<file path="config.mk">
export PLATFORM = sky130hd
export DESIGN_NAME = mips_multicycle_ctrl_flat
export DESIGN_NICKNAME = d
export VERILOG_FILES = /design/src/rtl/mips_multicycle_ctrl_pkg.sv /design/src/rtl/mips_multicycle_ctrl_if.sv /design/src/rtl/mips_multicycle_ctrl_alu_ctrl_decode.sv /design/src/rtl/mips_multicycle_ctrl.sv /design/src/flat_wrapper.sv
export SDC_FILE = /design/constraint.sdc
export NUM_CORES = 1
export LEC_CHECK = 0
export BUFFER_PORTS_ARGS = -buffer_cell sky130_fd_sc_hd__buf_2
export CAP_MARGIN = 20
export CORE_MARGIN = 2
export CORE_UTILIZATION = 52
export DETAILED_ROUTE_END_ITERATION = 8
export GPL_TIMING_DRIVEN = 1
export PLACE_DENSITY = 0.8
export SLEW_MARGIN = 5
export SYNTH_ARGS = -nofsm -noshare
export SYNTH_HDL_FRONTEND = slang
export SYNTH_SLANG_ARGS = --single-unit
</file>
<file path="constraint.sdc">
create_clock -name clk -period 6.3 [get_ports clk]
set_input_delay 1.26 -clock clk [delete_from_list [all_inputs] [get_ports clk]]
set_output_delay 1.26 -clock clk [all_outputs]
set_load 0.05 [all_outputs]
</file>
<file path="src/rtl/mips_multicycle_ctrl_pkg.sv">
// Shared types for the multicycle MIPS controller: state encoding, opcode/funct
// constants, ALU operation codes and the Moore control word per state.
package mips_multicycle_ctrl_pkg;

    typedef enum logic [3:0] {
        S_IDLE   = 4'd0,
        S_FETCH  = 4'd1,
        S_DECODE = 4'd2,
        S_MEMADR = 4'd3,
        S_MEMRD  = 4'd4,
        S_MEMWB  = 4'd5,
        S_MEMWR  = 4'd6,
        S_EXEC   = 4'd7,
        S_RWB    = 4'd8,
        S_BRANCH = 4'd9,
        S_IEXEC  = 4'd10,
        S_IWB    = 4'd11,
        S_JUMP   = 4'd12,
        S_TRAP   = 4'd13
    } state_t;

    localparam logic [5:0] OP_RTYPE = 6'h00;
    localparam logic [5:0] OP_J     = 6'h02;
    localparam logic [5:0] OP_BEQ   = 6'h04;
    localparam logic [5:0] OP_BNE   = 6'h05;
    localparam logic [5:0] OP_ADDI  = 6'h08;
    localparam logic [5:0] OP_SLTI  = 6'h0A;
    localparam logic [5:0] OP_ANDI  = 6'h0C;
    localparam logic [5:0] OP_ORI   = 6'h0D;
    localparam logic [5:0] OP_LW    = 6'h23;
    localparam logic [5:0] OP_SW    = 6'h2B;

    localparam logic [5:0] FN_ADD = 6'h20;
    localparam logic [5:0] FN_SUB = 6'h22;
    localparam logic [5:0] FN_AND = 6'h24;
    localparam logic [5:0] FN_OR  = 6'h25;
    localparam logic [5:0] FN_NOR = 6'h27;
    localparam logic [5:0] FN_SLT = 6'h2A;

    localparam logic [3:0] ALU_AND = 4'd0;
    localparam logic [3:0] ALU_OR  = 4'd1;
    localparam logic [3:0] ALU_ADD = 4'd2;
    localparam logic [3:0] ALU_SUB = 4'd6;
    localparam logic [3:0] ALU_SLT = 4'd7;
    localparam logic [3:0] ALU_NOR = 4'd12;

    typedef enum logic [2:0] {
        CLS_NONE,
        CLS_ADD,
        CLS_SUB,
        CLS_RTYPE,
        CLS_ITYPE
    } alu_class_t;

    typedef struct packed {
        logic [3:0] alu_ctrl;
        logic       alu_src_a;
        logic [1:0] alu_src_b;
        logic [1:0] pc_source;
        logic       pc_en;
        logic       iord;
        logic       mem_read;
        logic       mem_write;
        logic       reg_dst;
        logic       mem_to_reg;
        logic       reg_write;
        logic       trap;
    } ctrl_t;

    function automatic alu_class_t alu_class(input state_t s);
        case (s)
            S_FETCH, S_DECODE, S_MEMADR: return CLS_ADD;
            S_BRANCH:                    return CLS_SUB;
            S_EXEC:                      return CLS_RTYPE;
            S_IEXEC:                     return CLS_ITYPE;
            default:                     return CLS_NONE;
        endcase
    endfunction

    function automatic logic is_mem_state(input state_t s);
        return (s == S_FETCH) || (s == S_MEMRD) || (s == S_MEMWR);
    endfunction

    // Moore part of the control word; the FETCH/BRANCH qualifiers are added at the top.
    function automatic ctrl_t moore_ctrl(input state_t s, input logic [3:0] alu);
        ctrl_t c;
        c          = '0;
        c.alu_ctrl = alu;
        case (s)
            S_FETCH:  begin c.mem_read  = 1'b1; c.alu_src_b  = 2'b01; end
            S_DECODE: begin c.alu_src_b = 2'b11; end
            S_MEMADR: begin c.alu_src_a = 1'b1; c.alu_src_b  = 2'b10; end
            S_MEMRD:  begin c.mem_read  = 1'b1; c.iord       = 1'b1;  end
            S_MEMWB:  begin c.reg_write = 1'b1; c.mem_to_reg = 1'b1;  end
            S_MEMWR:  begin c.mem_write = 1'b1; c.iord       = 1'b1;  end
            S_EXEC:   begin c.alu_src_a = 1'b1; end
            S_RWB:    begin c.reg_write = 1'b1; c.reg_dst    = 1'b1;  end
            S_BRANCH: begin c.alu_src_a = 1'b1; c.pc_source  = 2'b01; end
            S_IEXEC:  begin c.alu_src_a = 1'b1; c.alu_src_b  = 2'b10; end
            S_IWB:    begin c.reg_write = 1'b1; end
            S_JUMP:   begin c.pc_source = 2'b10; c.pc_en     = 1'b1;  end
            S_TRAP:   begin c.trap      = 1'b1; end
            default:  ;
        endcase
        return c;
    endfunction

endpackage

</file>
<file path="src/rtl/mips_multicycle_ctrl_if.sv">
// Controller <-> datapath/memory bundle: instruction fields and flags in,
// ALU/memory/register-file strobes and debug state out.
interface mips_multicycle_ctrl_if;
    logic [5:0] opcode;
    logic [5:0] funct;
    logic       zero;
    logic       mem_ready;
    logic [3:0] alu_ctrl;
    logic       alu_src_a;
    logic [1:0] alu_src_b;
    logic [1:0] pc_source;
    logic       pc_en;
    logic       iord;
    logic       mem_read;
    logic       mem_write;
    logic       ir_write;
    logic       reg_dst;
    logic       mem_to_reg;
    logic       reg_write;
    logic       trap;
    logic [3:0] state;

    modport master (
        input  opcode, funct, zero, mem_ready,
        output alu_ctrl, alu_src_a, alu_src_b, pc_source, pc_en, iord, mem_read,
               mem_write, ir_write, reg_dst, mem_to_reg, reg_write, trap, state
    );

    modport slave (
        output opcode, funct, zero, mem_ready,
        input  alu_ctrl, alu_src_a, alu_src_b, pc_source, pc_en, iord, mem_read,
               mem_write, ir_write, reg_dst, mem_to_reg, reg_write, trap, state
    );
endinterface

</file>
<file path="src/rtl/mips_multicycle_ctrl_alu_ctrl_decode.sv">
// Maps {state class, opcode, funct} to an ALU operation and flags unknown encodings.
// Purely combinational, no handshake.
module mips_multicycle_ctrl_alu_ctrl_decode
    import mips_multicycle_ctrl_pkg::*;
(
    input  alu_class_t cls,
    input  logic [5:0] opcode,
    input  logic [5:0] funct,
    output logic [3:0] alu_ctrl,
    output logic       illegal
);

    always_comb begin
        alu_ctrl = ALU_AND;
        illegal  = 1'b0;
        case (cls)
            CLS_ADD: alu_ctrl = ALU_ADD;
            CLS_SUB: alu_ctrl = ALU_SUB;
            CLS_RTYPE: begin
                case (funct)
                    FN_ADD:  alu_ctrl = ALU_ADD;
                    FN_SUB:  alu_ctrl = ALU_SUB;
                    FN_AND:  alu_ctrl = ALU_AND;
                    FN_OR:   alu_ctrl = ALU_OR;
                    FN_NOR:  alu_ctrl = ALU_NOR;
                    FN_SLT:  alu_ctrl = ALU_SLT;
                    default: illegal  = 1'b1;
                endcase
            end
            CLS_ITYPE: begin
                case (opcode)
                    OP_ADDI: alu_ctrl = ALU_ADD;
                    OP_SLTI: alu_ctrl = ALU_SLT;
                    OP_ANDI: alu_ctrl = ALU_AND;
                    OP_ORI:  alu_ctrl = ALU_OR;
                    default: illegal  = 1'b1;
                endcase
            end
            default: ;
        endcase
    end

endmodule

</file>
<file path="src/rtl/mips_multicycle_ctrl.sv">
// Multicycle MIPS control FSM with registered Moore outputs and a memory-timeout trap.
// One state per cycle; memory states hold until mem_ready or the wait limit.
module mips_multicycle_ctrl
    import mips_multicycle_ctrl_pkg::*;
#(
    parameter int unsigned MEM_WAIT_LIMIT = 255
) (
    input  logic                   clk,
    input  logic                   rst_n,
    mips_multicycle_ctrl_if.master bus
);

    localparam logic [7:0] WAIT_LIMIT = 8'(MEM_WAIT_LIMIT);
    localparam bit         WAIT_EN    = (MEM_WAIT_LIMIT != 0);

    state_t     state_q;
    state_t     state_nxt;
    logic [7:0] wait_cnt_q;
    logic       funct_bad_q;
    logic       br_ne_q;
    ctrl_t      ctrl_q;
    logic       timeout;
    logic [3:0] dec_alu;
    logic       dec_illegal;

    // Decode against the state being entered so the control word is ready on entry.
    mips_multicycle_ctrl_alu_ctrl_decode u_dec (
        .cls      (alu_class(state_nxt)),
        .opcode   (bus.opcode),
        .funct    (bus.funct),
        .alu_ctrl (dec_alu),
        .illegal  (dec_illegal)
    );

    assign timeout = WAIT_EN && (wait_cnt_q == WAIT_LIMIT) && !bus.mem_ready;

    always_comb begin
        state_nxt = state_q;
        case (state_q)
            S_IDLE:   state_nxt = S_FETCH;
            S_FETCH:  if (bus.mem_ready) state_nxt = S_DECODE;
                      else if (timeout)  state_nxt = S_TRAP;
            S_DECODE: begin
                case (bus.opcode)
                    OP_LW, OP_SW:                      state_nxt = S_MEMADR;
                    OP_RTYPE:                          state_nxt = S_EXEC;
                    OP_BEQ, OP_BNE:                    state_nxt = S_BRANCH;
                    OP_ADDI, OP_ANDI, OP_ORI, OP_SLTI: state_nxt = S_IEXEC;
                    OP_J:                              state_nxt = S_JUMP;
                    default:                           state_nxt = S_TRAP;
                endcase
            end
            S_MEMADR: state_nxt = (bus.opcode == OP_SW) ? S_MEMWR : S_MEMRD;
            S_MEMRD:  if (bus.mem_ready) state_nxt = S_MEMWB;
                      else if (timeout)  state_nxt = S_TRAP;
            S_MEMWB:  state_nxt = S_FETCH;
            S_MEMWR:  if (bus.mem_ready) state_nxt = S_FETCH;
                      else if (timeout)  state_nxt = S_TRAP;
            S_EXEC:   state_nxt = funct_bad_q ? S_TRAP : S_RWB;
            S_RWB:    state_nxt = S_FETCH;
            S_BRANCH: state_nxt = S_FETCH;
            S_IEXEC:  state_nxt = S_IWB;
            S_IWB:    state_nxt = S_FETCH;
            S_JUMP:   state_nxt = S_FETCH;
            S_TRAP:   state_nxt = S_TRAP;
            default:  state_nxt = S_TRAP;
        endcase
    end

    always_ff @(posedge clk or negedge rst_n) begin
        if (!rst_n) begin
            state_q     <= S_IDLE;
            wait_cnt_q  <= 8'd0;
            funct_bad_q <= 1'b0;
            br_ne_q     <= 1'b0;
            ctrl_q      <= '0;
        end else begin
            state_q <= state_nxt;
            ctrl_q  <= moore_ctrl(state_nxt, dec_alu);
            if (state_nxt == S_EXEC)
                funct_bad_q <= dec_illegal;
            if (state_nxt == S_BRANCH)
                br_ne_q <= (bus.opcode == OP_BNE);
            // Every memory state is entered from a different state, so a change clears the count.
            if (state_nxt != state_q)
                wait_cnt_q <= 8'd0;
            else if (is_mem_state(state_q))
                wait_cnt_q <= wait_cnt_q + 8'd1;
        end
    end

    assign bus.alu_ctrl   = ctrl_q.alu_ctrl;
    assign bus.alu_src_a  = ctrl_q.alu_src_a;
    assign bus.alu_src_b  = ctrl_q.alu_src_b;
    assign bus.pc_source  = ctrl_q.pc_source;
    assign bus.iord       = ctrl_q.iord;
    assign bus.mem_read   = ctrl_q.mem_read;
    assign bus.mem_write  = ctrl_q.mem_write;
    assign bus.reg_dst    = ctrl_q.reg_dst;
    assign bus.mem_to_reg = ctrl_q.mem_to_reg;
    assign bus.reg_write  = ctrl_q.reg_write;
    assign bus.trap       = ctrl_q.trap;
    assign bus.state      = state_q;
    assign bus.ir_write   = (state_q == S_FETCH) && bus.mem_ready;
    assign bus.pc_en      = ctrl_q.pc_en
                          | ((state_q == S_FETCH)  && bus.mem_ready)
                          | ((state_q == S_BRANCH) && (bus.zero ^ br_ne_q));

endmodule

</file>
<file path="src/flat_wrapper.sv">
// flat-port wrapper written by rule: the top's interface ports become plain ports
module mips_multicycle_ctrl_flat import mips_multicycle_ctrl_pkg::*;
#(
    parameter int unsigned MEM_WAIT_LIMIT = 255
)
  (clk, rst_n, bus_opcode, bus_funct, bus_zero, bus_mem_ready, bus_alu_ctrl, bus_alu_src_a, bus_alu_src_b, bus_pc_source, bus_pc_en, bus_iord, bus_mem_read, bus_mem_write, bus_ir_write, bus_reg_dst, bus_mem_to_reg, bus_reg_write, bus_trap, bus_state);
  mips_multicycle_ctrl_if bus_i ();
  input  logic clk;
  input  logic rst_n;
  input wire logic [$bits(bus_i.opcode)-1:0] bus_opcode;
  input wire logic [$bits(bus_i.funct)-1:0] bus_funct;
  input wire logic [$bits(bus_i.zero)-1:0] bus_zero;
  input wire logic [$bits(bus_i.mem_ready)-1:0] bus_mem_ready;
  output wire logic [$bits(bus_i.alu_ctrl)-1:0] bus_alu_ctrl;
  output wire logic [$bits(bus_i.alu_src_a)-1:0] bus_alu_src_a;
  output wire logic [$bits(bus_i.alu_src_b)-1:0] bus_alu_src_b;
  output wire logic [$bits(bus_i.pc_source)-1:0] bus_pc_source;
  output wire logic [$bits(bus_i.pc_en)-1:0] bus_pc_en;
  output wire logic [$bits(bus_i.iord)-1:0] bus_iord;
  output wire logic [$bits(bus_i.mem_read)-1:0] bus_mem_read;
  output wire logic [$bits(bus_i.mem_write)-1:0] bus_mem_write;
  output wire logic [$bits(bus_i.ir_write)-1:0] bus_ir_write;
  output wire logic [$bits(bus_i.reg_dst)-1:0] bus_reg_dst;
  output wire logic [$bits(bus_i.mem_to_reg)-1:0] bus_mem_to_reg;
  output wire logic [$bits(bus_i.reg_write)-1:0] bus_reg_write;
  output wire logic [$bits(bus_i.trap)-1:0] bus_trap;
  output wire logic [$bits(bus_i.state)-1:0] bus_state;
  assign bus_i.opcode = bus_opcode;
  assign bus_i.funct = bus_funct;
  assign bus_i.zero = bus_zero;
  assign bus_i.mem_ready = bus_mem_ready;
  assign bus_alu_ctrl = bus_i.alu_ctrl;
  assign bus_alu_src_a = bus_i.alu_src_a;
  assign bus_alu_src_b = bus_i.alu_src_b;
  assign bus_pc_source = bus_i.pc_source;
  assign bus_pc_en = bus_i.pc_en;
  assign bus_iord = bus_i.iord;
  assign bus_mem_read = bus_i.mem_read;
  assign bus_mem_write = bus_i.mem_write;
  assign bus_ir_write = bus_i.ir_write;
  assign bus_reg_dst = bus_i.reg_dst;
  assign bus_mem_to_reg = bus_i.mem_to_reg;
  assign bus_reg_write = bus_i.reg_write;
  assign bus_trap = bus_i.trap;
  assign bus_state = bus_i.state;
  mips_multicycle_ctrl #(.MEM_WAIT_LIMIT(MEM_WAIT_LIMIT)) u_core (.clk(clk), .rst_n(rst_n), .bus(bus_i));
endmodule
</file>
## Word-level counts from Yosys, hierarchy flattened

Index checks and enable logic that the tools add are counted.

| storage, ports and cells | value |
|---|---|
| output and inout bits | 22 |
| logic and storage cells | 114 |
| input bits | 16 |
| register bits after elaboration | 31 |

| cells by class | value |
|---|---|
| equality and inequality tests | 46 |
| add/subtract/negate cells | 1 |
| reduce and logical (&&, ||, !) cells | 20 |
| multiplexer cells | 28 |
| bitwise operators | 3 |

Operators by type and width:

| kind | count |
|---|---|
| 6-bit == test, second input constant | 8 |
| 4-bit == test, second input constant | 11 |
| 4-bit case mux with 5 select lines | 2 |
| 4-bit by 3-bit == test with 1-bit output, second input constant | 8 |
| 4-bit case mux with 8 select lines | 1 |
| 6-bit by 4-bit == test with 1-bit output, second input constant | 4 |
| 4-bit by 2-bit == test with 1-bit output, second input constant | 4 |
| 4-bit two-way mux | 4 |
| 8-bit two-way mux | 2 |
| 4-bit case mux with 4 select lines | 1 |
| 6-bit by 3-bit == test with 1-bit output, second input constant | 2 |
| 3-bit case mux with 4 select lines | 1 |
| 6-bit OR reduction | 2 |
| 1-bit two-way mux | 11 |
| 2-bit OR reduction | 5 |
| 3-bit case mux with 3 select lines | 1 |
| 8-bit by 1-bit adder with 8-bit output, second input constant | 1 |
| 4-bit by 1-bit == test with 1-bit output, second input constant | 2 |
| 8-bit == test, second input constant | 1 |
| 4-bit OR reduction | 2 |
| 3-bit by 2-bit == test with 1-bit output, second input constant | 2 |
| 6-bit by 2-bit == test with 1-bit output, second input constant | 1 |
| 6-bit zero test | 1 |
| 2-bit case mux with 3 select lines | 1 |
| other kinds (15) | 20 |

## Logic depth before layout (Yosys ltp)

| depth | value |
|---|---|
| depth after elaboration | 10 |
| depth in mapped cells | 9 |
| mapped depth without buffers | 8 |

## By module

Synthesis repeated with hierarchy kept, for this count alone.

| unflattened totals | value |
|---|---|
| cell total of the unflattened synthesis | 213 |
| area, all modules | 1999.4 um^2 |

By module, submodules not included:

| module | area each (um^2) | instances | cells an instance | seq. area each (um^2) |
|---|---|---|---|---|
| mips_multicycle_ctrl | 1796.7 | 1 | 181 | 775.7 |
| mips_multicycle_ctrl_alu_ctrl_decode | 202.7 | 1 | 32 | 0.0 |

## Least setup slack after synthesis

OpenSTA, ideal clock, no wires.

| timing | value |
|---|---|
| path kind | input to output |
| start point | in bus_zero |
| end point | out bus_pc_en |
| buffers on the path | 0 |
| stages on the path | 4 |
| arrival | 2.227 ns |
| slack | 2.813 ns |
| cells stage by stage | xnor2_1 nand2_1 o21ai_0 o21bai_1 |

| on the way | value |
|---|---|
| word-level cells in the longest chain between the ends | 3 |

RTL lines:

| element | line | source |
|---|---|---|
| start: declaration | flat_wrapper.sv:12 | `input wire logic [$bits(bus_i.zero)-1:0] bus_zero;` |
| 1-bit XOR | mips_multicycle_ctrl.sv:107 | `\| ((state_q == S_BRANCH) && (bus.zero ^ br_ne_q));` |
| 1-bit logical AND | mips_multicycle_ctrl.sv:107 |  |
| 1-bit bitwise OR | mips_multicycle_ctrl.sv:107 |  |
| end: declaration | flat_wrapper.sv:18 | `output wire logic [$bits(bus_i.pc_en)-1:0] bus_pc_en;` |

No other way between the ends.

## Worst setup path after layout

Same ends and word-level chain as after synthesis.

==> results.md <==
- Sum of overflow across all layers after global routing: 0
- Via-per-instance ratio: 5.58
- WP data required: just over 5 ns
- Reported max-cap violation count: 0
- Post-route DRC: 0
- Sequential cell fraction of total power: 0.274
- Width of the die: 64.1 um
- Final setup violation count: 0
- Starting density of the core: 0.554
- First-pass iteration count of the detailed router: 4
- Post-synth top flop: sky130_fd_sc_hd__dfrtp_1
- Sequential cell area: 776 um2
- Fraction of power consumed by the clock network: 0.148
- Total number of nets in the final design: 244
- Largest register FFs: 8
- Run status: complete, no violations
- Largest net degree at the start of global routing: 32
- Final WL: 3800 um
- CP Launch Point: bus_zero
- Crit Path Category: primary input to output pin
- Final worst-path cycle share: 0.526
- Worst vdd rail ir drop: 0.197 mV
- Vert. Die Dim: 64.1 um
- Overall Global Routing Usage: 0.202
- Number of antenna violations at the first check in global routing: 0
- Number of standard-cell rows in the floorplan: 21
- Post-DR wirelength/cell: 13.9 um
- Post-synthesis average cell area: around 9.5 um2
- Post-synth ARST share: 1.00
- Utilization after layout: 0.621
- Total die area: 4110 um2
- Crit path launch type: primary input
- Max Buffers Root-to-Sink: 2
- Met2 WL post-DR: 1790 um
- Final number of hold-violating endpoints: 0
- First DRT Iteration DRCs: 83
- Highest layer used for signal routing: met4
- Most frequent standard cell in the layout excluding fill and tap cells: sky130_fd_sc_hd__buf_2
- CTS tree: done
- Vias after detailed routing: 1529
- Hold path startpoint: u_core.br_ne_q
- Global placement routability congestion: 0.850
- Number of gates resized after cts: 0
- Met3 wire length: 229 um
- Cells after synthesis: ~200
- Sequential element share of the synthesized area: 0.413
- Unrepaired setup endpoints after global routing: false
- Detail Placement HPWL: between 2000 and 3000 um
- Clock-pin slew reported for the worst setup and hold paths after clock tree synthesis: 0.10 ns
- Min Tclk post-route: 3.31 ns
- Number of placed I/O pins: 38
- Worst-Margin Slew: 0.660 ns
- Worst hold path depth: 1
- Hold WC Path Type: register to register
- Level count of the clock H-tree: 2
- Syn. warnings: 0
- Library cells used by synthesis: 56
- Quantity of I/O buffers inserted on ports: 37
- Launch instance of the worst register-to-register path: u_core.wait_cnt_q[0]
- Post-synthesis net count: 214
- Latest clock arrival within the worst-skew pair: 0.33 ns
- Clock Sink Count: 31
- Wire length of the first global-routing pass: 6350 um
- Post-synthesis cell area: 1880 um2
- Pint: 0.544 mW
- Power per unit of standard cell area: 529 nW/um2
- Switching share of power: 0.511
- Most frequent cells in the layout: sky130_fd_sc_hd__buf_2 (37), sky130_fd_sc_hd__dfrtp_1 (31), sky130_fd_sc_hd__nor2_1 (29), sky130_fd_sc_hd__nand2_1 (19)
- Number of buffers inserted by hold repair at cts: 0
- Number of antenna-violating nets in the routed design: 0
- Library cell used as clock root buffer: sky130_fd_sc_hd__clkbuf_4
- Maximum clock frequency: ~0.30 GHz
- Number of buffers inserted during clock tree synthesis: 5
- Normalized max-slew margin: 0.560
- Leakage power: about 1 nW
- Logic gate share of total power: 0.579
- Number of filler instances in the final layout: 286
- Critical path peak fanout: 1
- Core Footprint: 3390 um2
- Fin. max-slew vios: 0
- Sort of element at the end of the critical path: output pin
- Met1 wire length: 1750 um
- Number of enable flip-flop cells after synthesis: 0
- Net switching power of the design: 0.568 mW
- Path depth of the worst reg2reg path: 8
- Area added between synthesis and finish: 12.1%
- Total negative slack: 0 ns
- Vias in the first global route: 1358
- Register with the highest flop count: u_core.wait_cnt_q
- Flop and latch count out of synthesis: 31
- Worst Skew: between 0.004 and 0.005 ns
- Number of post-CTS setup repair buffers: 0
- Combined area of the multi-input logic cells: 972 um2
- Fraction of layout instances using a drive strength above 1: 0.272
- Critical path data arrival time: just over 2 ns
- Antenna Cells: 0
[cell usage after synthesis (2+ instances only)]
| library cell | number | share of area |
|---|---|---|
| sky130_fd_sc_hd__nor2b_1 | 4 | 0.013 |
| sky130_fd_sc_hd__nor3_1 | 8 | 0.021 |
| sky130_fd_sc_hd__nor2_1 | 29 | 0.058 |
| sky130_fd_sc_hd__nand2_1 | 19 | 0.038 |
| sky130_fd_sc_hd__a21o_1 | 3 | 0.012 |
| sky130_fd_sc_hd__o21ai_0 | 8 | 0.021 |
| sky130_fd_sc_hd__o311ai_0 | 2 | 0.0093 |
| sky130_fd_sc_hd__xnor2_1 | 5 | 0.023 |
| sky130_fd_sc_hd__xor2_1 | 4 | 0.019 |
| sky130_fd_sc_hd__inv_1 | 7 | 0.014 |
| sky130_fd_sc_hd__buf_4 | 8 | 0.032 |
| sky130_fd_sc_hd__nand3_1 | 7 | 0.019 |
| sky130_fd_sc_hd__nand2b_4 | 2 | 0.015 |
| sky130_fd_sc_hd__buf_6 | 2 | 0.012 |
| sky130_fd_sc_hd__a221oi_1 | 2 | 0.0093 |
| sky130_fd_sc_hd__and3_1 | 2 | 0.0067 |
| sky130_fd_sc_hd__nand2b_1 | 4 | 0.013 |
| sky130_fd_sc_hd__and2_1 | 2 | 0.0067 |
| sky130_fd_sc_hd__buf_2 | 4 | 0.011 |
| sky130_fd_sc_hd__o2bb2ai_1 | 2 | 0.0093 |
| sky130_fd_sc_hd__dfrtp_1 | 31 | 0.41 |
| sky130_fd_sc_hd__nand4_1 | 3 | 0.010 |
| sky130_fd_sc_hd__a21oi_1 | 5 | 0.013 |
| sky130_fd_sc_hd__o211ai_2 | 2 | 0.013 |
[cells by family (layout without fill, tap and decap cells)]
kind of cell	after synthesis	in the layout	share of synthesized area
and+or+nand+nor	90	90	0.257
buffers and inverters	21	52	0.0687
AOI/OAI and AO/OA	42	42	0.193
muxes	3	3	0.0193
xor gates and xnor gates	9	9	0.0420
adders and majority gates	1	1	0.00667
DFF	31	31	0.413
[critical path, cell delays in order]
cell and delay [ns]:
sky130_fd_sc_hd__buf_2 0.11, sky130_fd_sc_hd__xnor2_1 0.11, sky130_fd_sc_hd__nand2_1 0.06, sky130_fd_sc_hd__o21ai_0 0.10
sky130_fd_sc_hd__o21bai_1 0.14, sky130_fd_sc_hd__buf_2 0.27
[path summary, 6_finish.rpt]
| path | endpoint | slack [ns] |
|---|---|---|
| min in group asynchronous | u_core.wait_cnt_q[4] | 0.94 |
| min reg2reg | u_core.br_ne_q | 0.55 |
| max in group asynchronous | u_core.bus.state[0] | 4.93 |
| min | u_core.br_ne_q | 0.55 |
| max | bus_pc_en | 2.99 |
| max reg2reg | u_core.br_ne_q | 3.49 |
[stage by stage]
step / power (mW) / worst slack, ns / cells / hold slack [ns] / instance area (um2)
floorplan: 0.850 / 2.81 / 197 / 0.502 / 1880
global placement: 0.934 / 2.91 / 266 / 0.522 / 2020
detailed placement: 0.945 / 2.83 / 266 / 0.530 / 2020
CTS: 1.11 / 2.99 / 274 / 0.553 / 2100
global route: 1.18 / 2.91 / 274 / 0.583 / 2100
finish: 1.11 / 2.99 / 274 / 0.548 / 2100
[per-layer routing]
layer	GRT usage	vias up
met5	0	-
li1	-	754
met2	0.316	53
met3	0.0370	2
met1	0.277	720
met4	0.0788	0
[cell type report]
type / instances / area share
clock buffers: 6 / 0.0244
flip-flops and latches: 31 / 0.369
repair buffers: 37 / 0.0880
well taps: 46 / 0.0274
inverters: 7 / 0.0125
multi-input cells: 145 / 0.462
clock inverters: 2 / 0.0167
[power by group through the flow]
| stage | Clock, mW | Sequential [mW] | Combinational, mW |
|---|---|---|---|
| after global placement | 0 | 0.307 | 0.627 |
| after detailed placement | 0 | 0.307 | 0.639 |
| after CTS | 0.165 | 0.303 | 0.642 |
| after global routing | 0.177 | 0.313 | 0.686 |
| final | 0.164 | 0.304 | 0.643 |
| after floorplan | 0 | 0.363 | 0.487 |
No activity file was read; power rests on OpenSTA's default activity.
